## src/rtl/seq_detect_pkg.sv

```systemverilog
// Shared state type, default widths and pattern-length check for the
// seq_detect run controller and its window matcher.
package seq_detect_pkg;

  localparam int unsigned MAX_LEN_DEF = 8;
  localparam int unsigned CNT_W_DEF   = 8;
  localparam int unsigned TO_W_DEF    = 16;

  typedef enum logic [1:0] {
    IDLE = 2'd0,
    RUN  = 2'd1,
    DONE = 2'd2
  } state_e;

  // A pattern length is usable only when it lies in 1..max_len.
  function automatic logic len_valid(input int unsigned len, input int unsigned max_len);
    return (len >= 32'd1) && (len <= max_len);
  endfunction

endpackage

```

## src/rtl/seq_window_match.sv

```systemverilog
// Sliding bit window with fill tracking; raises a combinational candidate
// when the stored bits plus the incoming bit equal the masked pattern.
module seq_window_match
  import seq_detect_pkg::*;
#(
  parameter int MAX_LEN = MAX_LEN_DEF,
  parameter int LEN_W   = $clog2(MAX_LEN + 1)
) (
  input  logic               clk,
  input  logic               reset_n,
  input  logic               clear,
  input  logic               shift,
  input  logic               match_clr,
  input  logic               bit_in,
  input  logic [MAX_LEN-1:0] pattern,
  input  logic [LEN_W-1:0]   len,
  output logic               cand
);

  // Only the last len-1 received bits ever take part in a compare.
  logic [MAX_LEN-2:0] win_r;
  logic [LEN_W-1:0]   fill_r;
  logic [MAX_LEN-1:0] cmp_s;
  logic [MAX_LEN-1:0] mask_s;
  logic               fill_ok_s;

  // Compare vector (newest bit at [0]) and the mask of active pattern bits
  always_comb begin
    cmp_s  = {win_r, bit_in};
    mask_s = '0;
    for (int i = 0; i < MAX_LEN; i++) begin
      mask_s[i] = (i < int'(len));
    end
  end

  assign fill_ok_s = ({1'b0, fill_r} + {{LEN_W{1'b0}}, 1'b1}) >= {1'b0, len};
  assign cand      = fill_ok_s && (((cmp_s ^ pattern) & mask_s) == '0);

  // Window shift and fill count; the fill saturates at the pattern length
  always_ff @(posedge clk or negedge reset_n) begin
    if (!reset_n) begin
      win_r  <= '0;
      fill_r <= '0;
    end else if (clear) begin
      fill_r <= '0;
    end else if (shift) begin
      win_r <= cmp_s[MAX_LEN-2:0];
      if (match_clr) begin
        fill_r <= '0;
      end else if (fill_r < len) begin
        fill_r <= fill_r + {{(LEN_W-1){1'b0}}, 1'b1};
      end
    end
  end

endmodule

```

## src/rtl/seq_detect_ctrl.sv

```systemverilog
// Run controller for a programmable serial pattern detector.
// Optional run timeout enabled by defining SEQ_DETECT_CTRL_TIMEOUT_EN.
module seq_detect_ctrl
  import seq_detect_pkg::*;
#(
  parameter int MAX_LEN = MAX_LEN_DEF,
  parameter int CNT_W   = CNT_W_DEF,
  parameter int TO_W    = TO_W_DEF
) (
  input  logic                         clk,
  input  logic                         reset_n,
  input  logic                         cfg_we,
  input  logic [MAX_LEN-1:0]           cfg_pattern,
  input  logic [$clog2(MAX_LEN+1)-1:0] cfg_len,
  input  logic                         cfg_overlap,
  input  logic [CNT_W-1:0]             cfg_target,
`ifdef SEQ_DETECT_CTRL_TIMEOUT_EN
  input  logic [TO_W-1:0]              cfg_timeout,
  output logic                         timeout,
`endif
  input  logic                         start,
  input  logic                         abort,
  input  logic                         bit_valid,
  input  logic                         bit_in,
  output logic                         match,
  output logic [CNT_W-1:0]             match_cnt,
  output logic                         busy,
  output logic                         done
);

  localparam int LEN_W = $clog2(MAX_LEN + 1);

  state_e             state_r, state_s;
  logic [MAX_LEN-1:0] pat_r;
  logic [LEN_W-1:0]   len_r;
  logic               ovl_r;
  logic [CNT_W-1:0]   tgt_r, cnt_r, cnt_inc_s;
  logic               busy_r, done_r;
  logic               run_s, run_entry_s, cand_s, match_s, to_hit_s, len_ok_s;

  assign run_s       = (state_r == RUN);
  assign len_ok_s    = len_valid(32'(len_r), MAX_LEN);
  assign match_s     = run_s && bit_valid && !abort && cand_s;
  assign run_entry_s = !run_s && (state_s == RUN);
  assign cnt_inc_s   = (cnt_r == {CNT_W{1'b1}}) ? cnt_r : cnt_r + {{(CNT_W-1){1'b0}}, 1'b1};

  seq_window_match #(.MAX_LEN(MAX_LEN), .LEN_W(LEN_W)) u_win (
    .clk       (clk),
    .reset_n   (reset_n),
    .clear     (run_entry_s),
    .shift     (run_s && bit_valid && !abort),
    .match_clr (match_s && !ovl_r),
    .bit_in    (bit_in),
    .pattern   (pat_r),
    .len       (len_r),
    .cand      (cand_s)
  );

  // Next-state: abort first, then target completion, then timeout
  always_comb begin
    state_s = state_r;
    case (state_r)
      IDLE, DONE: begin
        if (abort) state_s = IDLE;
        else if (start && len_ok_s) state_s = RUN;
        else state_s = state_r;
      end
      RUN: begin
        if (abort) state_s = IDLE;
        else if (match_s && (tgt_r != '0) && (cnt_inc_s == tgt_r)) state_s = DONE;
        else if (to_hit_s && !match_s) state_s = DONE;
        else state_s = RUN;
      end
      default: state_s = IDLE;
    endcase
  end

  always_ff @(posedge clk or negedge reset_n) begin
    if (!reset_n) begin
      state_r <= IDLE;
      busy_r  <= 1'b0;
      done_r  <= 1'b0;
      pat_r   <= '0;
      len_r   <= '0;
      ovl_r   <= 1'b0;
      tgt_r   <= '0;
      cnt_r   <= '0;
    end else begin
      state_r <= state_s;
      busy_r  <= (state_s == RUN);
      done_r  <= (state_s == DONE);
      if (cfg_we && !run_s) begin
        pat_r <= cfg_pattern;
        len_r <= cfg_len;
        ovl_r <= cfg_overlap;
        tgt_r <= cfg_target;
      end
      if (run_entry_s) cnt_r <= '0;
      else if (match_s) cnt_r <= cnt_inc_s;
    end
  end

`ifdef SEQ_DETECT_CTRL_TIMEOUT_EN
  logic [TO_W-1:0] to_r, to_cnt_r;
  logic            timeout_r;

  assign to_hit_s = run_s && bit_valid && !abort && (to_r != '0) &&
                    ((to_cnt_r + {{(TO_W-1){1'b0}}, 1'b1}) == to_r);

  // Timeout limit, valid-bit counter since the last match, and end-of-run flag
  always_ff @(posedge clk or negedge reset_n) begin
    if (!reset_n) begin
      to_r      <= '0;
      to_cnt_r  <= '0;
      timeout_r <= 1'b0;
    end else begin
      if (cfg_we && !run_s) to_r <= cfg_timeout;
      if (run_entry_s || match_s) to_cnt_r <= '0;
      else if (run_s && bit_valid && !abort) to_cnt_r <= to_cnt_r + {{(TO_W-1){1'b0}}, 1'b1};
      if (run_entry_s) timeout_r <= 1'b0;
      else if (run_s && (state_s == DONE) && to_hit_s && !match_s) timeout_r <= 1'b1;
    end
  end

  assign timeout = timeout_r;
`else
  assign to_hit_s = 1'b0;
`endif

  assign match     = match_s;
  assign match_cnt = cnt_r;
  assign busy      = busy_r;
  assign done      = done_r;

endmodule

```

## config.mk

```make
export PLATFORM = sky130hd
export DESIGN_NAME = seq_detect_ctrl
export DESIGN_NICKNAME = d
export VERILOG_FILES = /design/src/rtl/seq_detect_pkg.sv /design/src/rtl/seq_window_match.sv /design/src/rtl/seq_detect_ctrl.sv
export SDC_FILE = /design/constraint.sdc
export NUM_CORES = 1
export LEC_CHECK = 0
export ABC_AREA = 1
export CORE_MARGIN = 2
export CORE_UTILIZATION = 58
export DETAILED_ROUTE_END_ITERATION = 12
export PLACE_DENSITY_LB_ADDON = 0.3
export SYNTH_ARGS = -nofsm -noshare
export SYNTH_HDL_FRONTEND = slang
export SYNTH_SLANG_ARGS = --single-unit
export TNS_END_PERCENT = 20
```

## constraint.sdc

```tcl
create_clock -name clk -period 3.58 [get_ports clk]
set_input_delay 0.358 -clock clk [delete_from_list [all_inputs] [get_ports clk]]
set_output_delay 0.358 -clock clk [all_outputs]
set_load 0.005 [all_outputs]
```

After elaboration in Yosys (flattened, before gate mapping):

Index checks and enable logic that the tools add are counted.

* register bits: 44
* bits of input ports: 28
* output and inout bits: 11
* word-level logic and storage cells: 69

* $add $sub $neg: 3
* magnitude comparators: 12
* eq/ne operators: 6
* mux-type cells: 12
* bitwise logic cells: 3
* reduce and logical (&&, ||, !) cells: 23

Operators with widths (count)
* 8-bit two-way mux: 3
* 3-bit by 4-bit less-than comparator with 1-bit output, first input constant: 4
* 4-bit two-way mux: 4
* 1-bit logical AND: 11
* 8-bit by 1-bit adder with 8-bit output, second input constant: 1
* 8-bit AND: 1
* 8-bit equality test: 1
* 8-bit equality test, second input constant: 1
* 8-bit logical NOT: 1
* 1-bit by 4-bit less-than comparator with 1-bit output, first input constant: 2
* 2-bit by 4-bit less-than comparator with 1-bit output, first input constant: 2
* 2-bit two-way mux: 4
* 8-bit nonzero test: 1
* 8-bit bitwise XOR: 1
* 4-bit by 1-bit adder with 5-bit output, second input constant: 1
* 5-bit by 4-bit greater-or-equal comparator with 1-bit output: 1
* 4-bit by 1-bit adder with 4-bit output, second input constant: 1
* 2-bit by 1-bit equality test with 1-bit output, second input constant: 2
* 2-bit equality test, second input constant: 2
* 4-bit by 1-bit greater-or-equal comparator with 1-bit output, second input constant: 1
* 4-bit <= comparator, second input constant: 1
* 4-bit less-than comparator: 1
* 2-bit case mux with 2 select lines: 1
* 2-bit AND reduction: 2
* 6 further kinds: 9

Logic depth before layout (Yosys ltp):

* depth after elaboration: 14
* mapped depth: 14
* gate-level depth less buffers: 14

Cells and area by module:

From an unflattened synthesis, not the netlist that was laid out.

* cell total of the unflattened synthesis: 340
* area total of the unflattened synthesis: 2598.7 µm²

Modules (own cells, without submodules)
* seq_detect_ctrl: times used 1, cells each 203, area an instance 1704.1 µm², seq. area each 825.8 µm²
* seq_window_match: times used 1, cells each 137, area an instance 894.6 µm², seq. area each 275.3 µm²

Worst setup path after synthesis:

Ideal clock, no wire load.

* path type: flip-flop to output port
* start point: reg u_win.fill_r[0]
* end point: out match
* data arrival time: 1.546 ns
* required time: 3.222 ns
* setup slack: 1.676 ns
* stages on the path, launching flop included: 11
* buffers on the path: 0
* cell sequence: dfrtp_1 > ha_1 > ha_1 > nand2_1 > nand2_1 > nand2_1 > nand2_1 > nand2_1 > nand3_1 > nand3_1 > inv_2

* cells in the longest elaborated chain, start to end: 4

Ends and longest elaborated chain
* start: declaration: line seq_window_match.sv:22 `logic [LEN_W-1:0] fill_r;`
* start signal: assignment: line seq_window_match.sv:51 `fill_r <= fill_r + {{(LEN_W-1){1'b0}}, 1'b1};`
* 4-bit by 1-bit adder with 5-bit output: line seq_window_match.sv:36 `assign fill_ok_s = ({1'b0, fill_r} + {{LEN_W{1'b0}}, 1'b1}) >= {1'b0, len};`
* 5-bit by 4-bit greater-or-equal comparator with 1-bit output: line seq_window_match.sv:36
* 1-bit logical AND: line seq_window_match.sv:37 `assign cand = fill_ok_s && (((cmp_s ^ pattern) & mask_s) == '0);`
* 1-bit logical AND: line seq_detect_ctrl.sv:43 `assign match_s = run_s && bit_valid && !abort && cand_s;`
* end: declaration: line seq_detect_ctrl.sv:25 `output logic match,`

No other way between the ends.

Final worst setup path:

Same ends and word-level chain as after synthesis.

==> impl_metrics.csv <==
group,metric,value,unit
worst_setup_path,arrival,2.60,ns
yosys,synth_compound_area_share,8.532,%
clock_network,cts.clk_slew.worst_paths,0.08,ns
power,vdd_drop_max,310.8,uV
yosys,synth_mux_area_share,2.574,%
yosys,netlist_area,2625,sq um
timing,hold_violations,0,
yosys,synthAdderAreaFrac,4.766,%
layout,nets,425,
clock_network,clock-sinks,44,
status,status,"complete, no violations",
timing,maxSlewHeadroom,17.58,%
timing,fin_setup_tns,0,ns
clock_network,post_cts_buffers,0,
floorplanning,die_h,71.28,um
placement,pre_cts_ws,0.8828,ns
yosys,synth-simple-area-share,32.75,%
route,drt-total-wl,5.803,mm
route,post_drt_wl_per_cell,13.19,um
route,routed_via_density,5.359,
floorplanning,core,4354,sq um
global_routing,grt_overflow,0,
clock_network,clk_latency,0.29,ns
yosys,ys_types,30,
route,vias,2358,
route,dr.pass1.iters,4,
clock_network,cts_buffers,5,
yosys,synth-edff-count,0,
worst_setup_path,critPathKind,"register to output pin",
worst_setup_path,setup.worst_path.start,"u_win.fill_r[0]",
global_routing,grt_pass1_vias,2368,
flow_run,max_cap_violations,0,
layout,area_growth,19.64,%
yosys,synth_top_family_by_area,"simple AND/OR/NAND/NOR gates",
floorplanning,dieArea,5080,sq um
global_routing,grt_pass1_wl,10.61,mm
yosys,ys_warn_count,0,
worst_hold_path,hold_class,"input pin to async pin",
floorplanning,chipWidth,71.28,um
placement,gp_congestion,0.8531,
yosys,yosys.area_share.xor_xnor,3.003,%
layout,drive_gt1_share,8.763,%
yosys,synthCells,346,
timing,rsz0062_at_grt,"no",
timing,worst_pin_slew,1.233,ns
timing,setup_violations,0,
floorplanning,ios,39,
yosys,synth-main-ff-cell,"dfrtp_1",
clock_network,clockBufferDepth,2,
timing,fin_crit,2.953,ns
yosys,synth_fp_nets,384,
clock_network,postCtsHoldBufs,0,
global_routing,grt_start_max_net_pins,45,
global_routing,antenna_found_initial,0,
worst_setup_path,startpoint_type,"register",
worst_setup_path,rr_startpoint,"u_win.fill_r[0]",
clock_network,root_buffer,"clkbuf_8",
power,p_leak,1.601,nW
yosys,ys_seq_area_share,41.94,%
timing,period_share,82.49,%
worst_setup_path,crit_path_end_kind,"output pin",
route,drc,0,
timing,finalWorstSetupSlack,0.6269,ns
yosys,ys_async_sr_fraction,100.0,%
global_routing,track_usage,26.09,%
power,power.density,509.6,nW/um^2
yosys,ys_ff_latch,44,
clock_network,ctsHtreeMaxLevel,2,
route,drtIter0Drc,209,
floorplanning,core.rowCount,24,
route,drtAntennaViolNets,0,
placement,hpwl,4.364,mm
clock_network,cts_tree,"done",
yosys,syn-mean-instance-area,7.587,sq um
worst_setup_path,path_max_fanout,5,
timing,clock-skew-final,0.003968,ns
clock_network,cts_resized,0,
placement,port_buffers,38,
worst_setup_path,critical_path_required,3.22,ns
timing,max_freq,338.6,MHz
floorplanning,initial_core_util,60.29,%
layout,antenna_cells,0,
timing,drv_slew,0,
[synthesized netlist by cell type, drive strengths merged (4+ instances only)]
library cell | instances | share of area, %
nand3 | 35 | 7.1
nand4 | 7 | 1.7
o21ai | 13 | 2.5
dfrtp | 44 | 42
ha | 10 | 4.8
nor2 | 36 | 6.0
xor2 | 6 | 2.0
a21oi | 20 | 3.8
mux2 | 6 | 2.6
inv | 38 | 5.4
clkbuf | 4 | 0.57
nand2 | 110 | 17
[state kept, by name (all words and copies together) (netlist names)]
| register | flops |
|---|---|
| u_win.fill_r | 4 |
| state_r | 2 |
| tgt_r | 8 |
| len_r | 4 |
| match_cnt | 8 |
| busy | 1 |
| ovl_r | 1 |
| u_win.win_r | 7 |
| done | 1 |
| pat_r | 8 |
[area by class of cell]
type                       instances  area [sq um]
clock buffer                       7         86.33
multi-input combinational        259          1355
timing repair buffer              39         382.9
fill                             375          1214
clock inverter                     1         7.507
sequential                        44          1101
tap                               52         65.06
inverter                          38         142.6
[layer usage]
metal / global-route usage (%) / share of wire [%]
met1: 36.24 / 46
met2: 42.18 / 48
met3: 4.501 / 5.3
met4: 7.966 / 1.3
met5: 0 / 0
[cells in the final DEF (no fill, tap or decap), types with 4 or more instances in the layout]
cell             synthesis  layout
nand3_1                 33      33
dfrtp_1                 44      44
o21ai_0                 13      13
nor2_1                  31      31
nand2_2                  4       4
nand4_1                  7       7
clkdlybuf4s50_1          0      37
inv_1                   35      35
nand2_1                104     104
clkbuf_8                 0       6
xor2_1                   6       6
ha_1                    10      10
a21oi_1                 20      20
mux2_2                   6       6
[per-stage QoR]
| step | utilization [%] | std cells | power (mW) | cell area (sq um) | hold WS, ns |
|---|---|---|---|---|---|
| after detailed placement | 69.97 | 432 | 1.277 | 3047 | 0.5113 |
| after CTS | 72.13 | 440 | 1.602 | 3141 | 0.2492 |
| after global placement | 69.97 | 432 | 1.250 | 3047 | 0.4929 |
| final | 72.13 | 440 | 1.600 | 3141 | 0.2200 |
| after global routing | 72.13 | 440 | 1.744 | 3141 | 0.2921 |
| after floorplan | - | 346 | 1.087 | 2625 | 0.06241 |
[report_power, final]
| part | total (mW) | switching (mW) | internal, mW |
|---|---|---|---|
| clock | 0.327 | 0.170 | 0.157 |
| combinational | 0.565 | 0.326 | 0.238 |
| sequential | 0.709 | 0.101 | 0.607 |
[critical path, cell delays in order (launching register included)]
cell	delay (ns)
dfrtp_1	0.43
ha_1	0.33
ha_1	0.28
nand2_1	0.05
nand2_1	0.05
nand2_1	0.04
nand2_1	0.07
nand2_1	0.05
nand3_1	0.06
nand3_1	0.22
inv_2	0.17
clkdlybuf4s50_1	0.53
[path summary, 6_finish.rpt]
check                                  end  slack (ns)  cells past startpoint
max reg2reg                u_win.fill_r[1]        1.40                     13
min reg2reg                 u_win.win_r[6]        0.53                      2
min in group clk            u_win.win_r[6]        0.53                      2
min                               pat_r[2]        0.22                      1
max in group asynchronous     match_cnt[6]        2.76                      1
max                                  match        0.63                     11
[logic make-up (layout without fill, tap and decap cells)]
logic type      count (synthesis)  in the layout
simple gates                  193            193
compound gates                 41             41
xor+xnor                        9              9
mux                             6              6
fa+ha+maj                      10             10
flops                          44             44
buf+inv                        43             85
Note: power is estimated with default switching activity, not from simulation.
